--- config.mk ---
export PLATFORM = sky130hd
export DESIGN_NAME = bsg_bus_arbiter
export DESIGN_NICKNAME = d
export VERILOG_FILES = /design/src/rtl/bsg_bus_arbiter.sv
export SDC_FILE = /design/constraint.sdc
export NUM_CORES = 1
export LEC_CHECK = 0
export CAP_MARGIN = 25
export CORE_UTILIZATION = 35
export CTS_CLUSTER_SIZE = 8
export DETAILED_ROUTE_END_ITERATION = 16
export GPL_TIMING_DRIVEN = 1
export PLACE_DENSITY = 0.84
export SLEW_MARGIN = 20
export SYNTH_ARGS = -nofsm -noshare
export SYNTH_HDL_FRONTEND = slang
export SYNTH_SLANG_ARGS = --single-unit
--- constraint.sdc ---
create_clock -name clk -period 1.51 [get_ports clk]
set_input_delay 0.2265 -clock clk [delete_from_list [all_inputs] [get_ports clk]]
set_output_delay 0.2265 -clock clk [all_outputs]
set_load 0.03 [all_outputs]
--- src/rtl/bsg_bus_arbiter.sv ---
// Two-master arbiter for the BSG register bus, round-robin on simultaneous requests.
// Latency: s_valid one cycle after the request is seen; master response one cycle after s_ready.
// Backpressure: s_valid is held until s_ready or TIMEOUT cycles elapse; losing master holds its request.
module bsg_bus_arbiter #(
  parameter int ADDR_W  = 8,
  parameter int DATA_W  = 8,
  parameter int TIMEOUT = 15
) (
  input  logic              clk,
  input  logic              rst,
  input  logic              m0_valid,
  input  logic              m0_write,
  input  logic [ADDR_W-1:0] m0_addr,
  input  logic [DATA_W-1:0] m0_wdata,
  output logic              m0_ready,
  output logic              m0_err,
  output logic [DATA_W-1:0] m0_rdata,
  input  logic              m1_valid,
  input  logic              m1_write,
  input  logic [ADDR_W-1:0] m1_addr,
  input  logic [DATA_W-1:0] m1_wdata,
  output logic              m1_ready,
  output logic              m1_err,
  output logic [DATA_W-1:0] m1_rdata,
  output logic              s_valid,
  output logic              s_write,
  output logic [ADDR_W-1:0] s_addr,
  output logic [DATA_W-1:0] s_wdata,
  input  logic              s_ready,
  input  logic [DATA_W-1:0] s_rdata,
  output logic              busy,
  output logic              owner
);

  localparam int CW = $clog2(TIMEOUT + 1);
  localparam logic [CW-1:0] CNT_LAST = CW'(TIMEOUT - 1);

  typedef enum logic [1:0] {IDLE, ISSUE, RESP} state_t;

  state_t            state_q, state_d;
  logic [CW-1:0]     cnt_q;
  logic              last_q;
  logic              ok_q;
  logic [DATA_W-1:0] cap_q;
  logic              gnt_any;
  logic              gnt_idx;

  // Pick the requester; on a tie the master that was not served last wins.
  always_comb begin
    gnt_any = m0_valid | m1_valid;
    gnt_idx = 1'b0;
    if (m0_valid && m1_valid) gnt_idx = ~last_q;
    else                      gnt_idx = m1_valid;
  end

  // State register.
  always_ff @(posedge clk) begin
    if (rst) state_q <= IDLE;
    else     state_q <= state_d;
  end

  // Next-state: one transaction walks IDLE -> ISSUE -> RESP -> IDLE.
  always_comb begin
    state_d = state_q;
    case (state_q)
      IDLE:    if (gnt_any) state_d = ISSUE;
      ISSUE:   if (s_ready || cnt_q == CNT_LAST) state_d = RESP;
      RESP:    state_d = IDLE;
      default: state_d = IDLE;
    endcase
  end

  // Datapath: latch the granted request, count wait cycles, capture the outcome.
  always_ff @(posedge clk) begin
    if (rst) begin
      s_write <= 1'b0;
      s_addr  <= '0;
      s_wdata <= '0;
      owner   <= 1'b0;
      last_q  <= 1'b1;
      cnt_q   <= '0;
      ok_q    <= 1'b0;
      cap_q   <= '0;
    end else begin
      case (state_q)
        IDLE: begin
          if (gnt_any) begin
            owner   <= gnt_idx;
            s_write <= gnt_idx ? m1_write : m0_write;
            s_addr  <= gnt_idx ? m1_addr  : m0_addr;
            s_wdata <= gnt_idx ? m1_wdata : m0_wdata;
            cnt_q   <= '0;
          end
        end
        ISSUE: begin
          if (s_ready) begin
            ok_q  <= 1'b1;
            cap_q <= s_write ? '0 : s_rdata;
          end else if (cnt_q == CNT_LAST) begin
            ok_q  <= 1'b0;
            cap_q <= '0;
          end else begin
            cnt_q <= cnt_q + CW'(1);
          end
        end
        RESP:    last_q <= owner;
        default: ;
      endcase
    end
  end

  // Outputs decoded from state: request strobe, busy, and the owner's response pulse.
  always_comb begin
    s_valid  = (state_q == ISSUE);
    busy     = (state_q != IDLE);
    m0_ready = 1'b0;
    m0_err   = 1'b0;
    m0_rdata = '0;
    m1_ready = 1'b0;
    m1_err   = 1'b0;
    m1_rdata = '0;
    if (state_q == RESP) begin
      if (owner == 1'b0) begin
        m0_ready = ok_q;
        m0_err   = ~ok_q;
        m0_rdata = ok_q ? cap_q : '0;
      end else begin
        m1_ready = ok_q;
        m1_err   = ~ok_q;
        m1_rdata = ok_q ? cap_q : '0;
      end
    end
  end

endmodule

==> reports/metrics.yaml <==
global_route:
  grt_pass1_vias: 1583
  overflow: 0
  grt_antenna_before_repair: 0
  grt_use_total_pct: 20.2
  grt_max_degree: 20
  grt_pass1_wl_um: 7720
placed_design:
  hpwl_um: 3360
  gp_congestion: 0.771
  preCtsSetupSlack_ns: -0.205
  placed_cells: 312
  io_buffer_count: 86
sta:
  worst_slack_ns: -0.129
  fmax_mhz: 610
  final.period_utilization_pct: 109
  rsz0062_at_grt: "yes"
  slew_headroom_pct: 71.5
  fin_tns_setup_ns: -1.78
  hold_violations: 0
  whs_ns: 0.502
  tightestPinTransition_ns: 0.426
  fin_skew_ns: 0.00796
  slew_viol_final: 0
  setup_viol: 19
  fin_crit_ns: 1.64
run_status:
  outcome: "complete, but fails checks"
  violations: "setup timing"
logic_synthesis:
  synth_cell_types: 37
  synth_area_um2: 1630
  synth-async-reset-ratio_pct: 0
  yosysTopAreaCell: "dfxtp_1"
  synth_warnings: 0
  synth_fp_nets: 220
  syn_inst: 171
  synthTopCellsByArea: "dfxtp_1, mux2i_1, a211oi_1"
  synth_seq_area_share_pct: 41.9
  synth-main-ff-cell: "dfxtp_1"
  synth.top_cell.area_share_pct: 41.9
  synth_seq_cells: 34
  postSynthAreaPerCell_um2: 9.50
  synth_edf_count: 0
finish:
  antenna_cells: 0
  drive_gt1_share_pct: 29.7
  fin_nets: 321
  syn_to_final_growth_pct: 75.4
  multi_input_area_um2: 960
  ff_latch_area_um2: 686
  fin_cells: 325
  fillerInstances: 347
die:
  rows: 24
  core-area_um2: 4410
  io_pins: 87
  dieArea_um2: 4920
  die_h_um: 70.1
  initial_core_util_pct: 36.8
  die_w_um: 70.1
pwr:
  ir_drop_mv: 0.434
  leakagePower_nw: 1.22
  p_per_area_nw_per_um2: 855
clock_network:
  clock-sinks: 34
  cts.path.max_buffers: 2
  clk_latency_ns: 0.28
  ctsHoldBuffers: 0
  htreeDepth: 2
  cts_tree: "yes"
  cts_root_buffer: "clkbuf_8"
  numCtsBuffers: 5
  clkTransAtPathRegs_ns: 0.07
flow_run:
  maxCapViolations: 0
routing:
  finalWirelength_um: 4890
  drc: 0
  drtIter0Drc: 54
  drt.antenna.violating_nets: 0
  vias: 1717
  drtPass1Iterations: 4
  vias_per_cell: 5.28
  post_drt_wl_per_cell_um: 15.0
worst_setup_path:
  setup.worst_path.start_class: "flop"
  crit_required_ns: 1.28
  cp.arrival_ns: 1.41
  crit_type: "reg -> out"
  endpoint_kind: "output pin"
  crit_path_max_fanout: 5
  r2r_setup_slack_ns: 0.02
min_path:
  hold_class: "reg -> reg"
routing by layer:
layer	part of all wire [%]	wire length, um	track usage, %	vias up
met2	52	2550	35.9	82
met5	0	0	0	-
met4	0.63	31	6.22	0
met1	40	1960	22.9	798
met3	7.1	347	6.35	4
li1	-	-	-	833
stage by stage:
stage / total power [mW] / utilization, % / instance area, um2
detailed placement: 1.70 / 58.3 / 2570
CTS: 2.44 / 63.0 / 2780
global placement: 1.68 / 58.3 / 2570
global route: 2.56 / 64.6 / 2850
finish: 2.44 / 64.6 / 2850
floorplan: 1.37 / - / 1630
cells by family after synthesis:
group | Yosys count | share of synthesized area (%)
compound gates | 56 | 23.7
simple gates | 46 | 17.2
flops | 34 | 41.9
mux | 18 | 11.2
buf+inv | 15 | 4.46
fa+ha+maj | 2 | 1.54
sequential cells by signal (all words and copies together), names as in the netlist:
signal and count:
owner 1, cap_q 8, last_q 1, state_q 2
ok_q 1, s_addr 8, s_write 1, cnt_q 4
s_wdata 8
power by group:
part / leakage [nW] / internal [mW] / total [mW] / switching, mW
clock: 0.0575 / 0.460 / 0.764 / 0.304
combinational: 0.877 / 0.314 / 0.654 / 0.340
sequential: 0.281 / 0.972 / 1.02 / 0.0467
final timing paths:
path,cells after the start,end,from
worst max-delay path,4,m0_rdata[4],state_q[0]$_SDFFE_PP0P_
worst min-delay path,1,cap_q[6]$_SDFFE_PP0P_,cap_q[6]$_SDFFE_PP0P_
worst max register to register,6,cnt_q[0]$_SDFFE_PP0P_,state_q[0]$_SDFFE_PP0P_
worst min register to register,1,cap_q[6]$_SDFFE_PP0P_,cap_q[6]$_SDFFE_PP0P_
worst max-delay path, cell delays in order, from the launching register on:
cell     delay [ns]
dfxtp_2        0.33
and2b_2        0.25
and3b_2        0.27
and2_4         0.17
buf_6          0.12
timing repair:
action	in CTS	in global routing
setup endpoints to repair	51	32
cloned	1	0
pin swaps	5	7
buffers inserted	4	3
gates resized for setup	50	22
area by class of cell:
cell class	instances	area share (%)
Timing Repair Buffer	105	35.7
Multi-Input combinational cell	123	33.7
Sequential cell	34	24.1
Clock buffer	8	3.86
Tap cell	52	2.28
Inverter	3	0.395
cells in the final DEF, fill, tap and decap left out, drive strengths merged, types with 2 or more instances in the layout:
cell type and instances:
nor2b 2, a22o 8, a211oi 17, nor3b 2, and3 2, nand3b 3, a31oi 2, a21oi 20
clkbuf 8, mux2i 17, and3b 3, and2 16, ha 2, nand3 4, nor3 2, nor2 7
dlygate4sd2 18, inv 3, dfxtp 34, buf 41, o21ai 2, clkdlybuf4s50 46, o221ai 2
synthesized netlist by cell type (2+ instances only):
master,n
and2_1,16
nor3_1,2
and3_1,2
inv_1,3
and3b_1,2
o221ai_1,2
a22o_1,8
mux2i_1,17
a21oi_1,20
ha_1,2
nand3b_1,3
a211oi_1,17
o21ai_0,2
a31oi_1,2
dfxtp_1,34
nor2_1,6
nand3_1,4
nor2b_1,2
clkbuf_1,5
nor3b_1,2
buf_2,4
No activity file was read; power rests on OpenSTA's default activity.
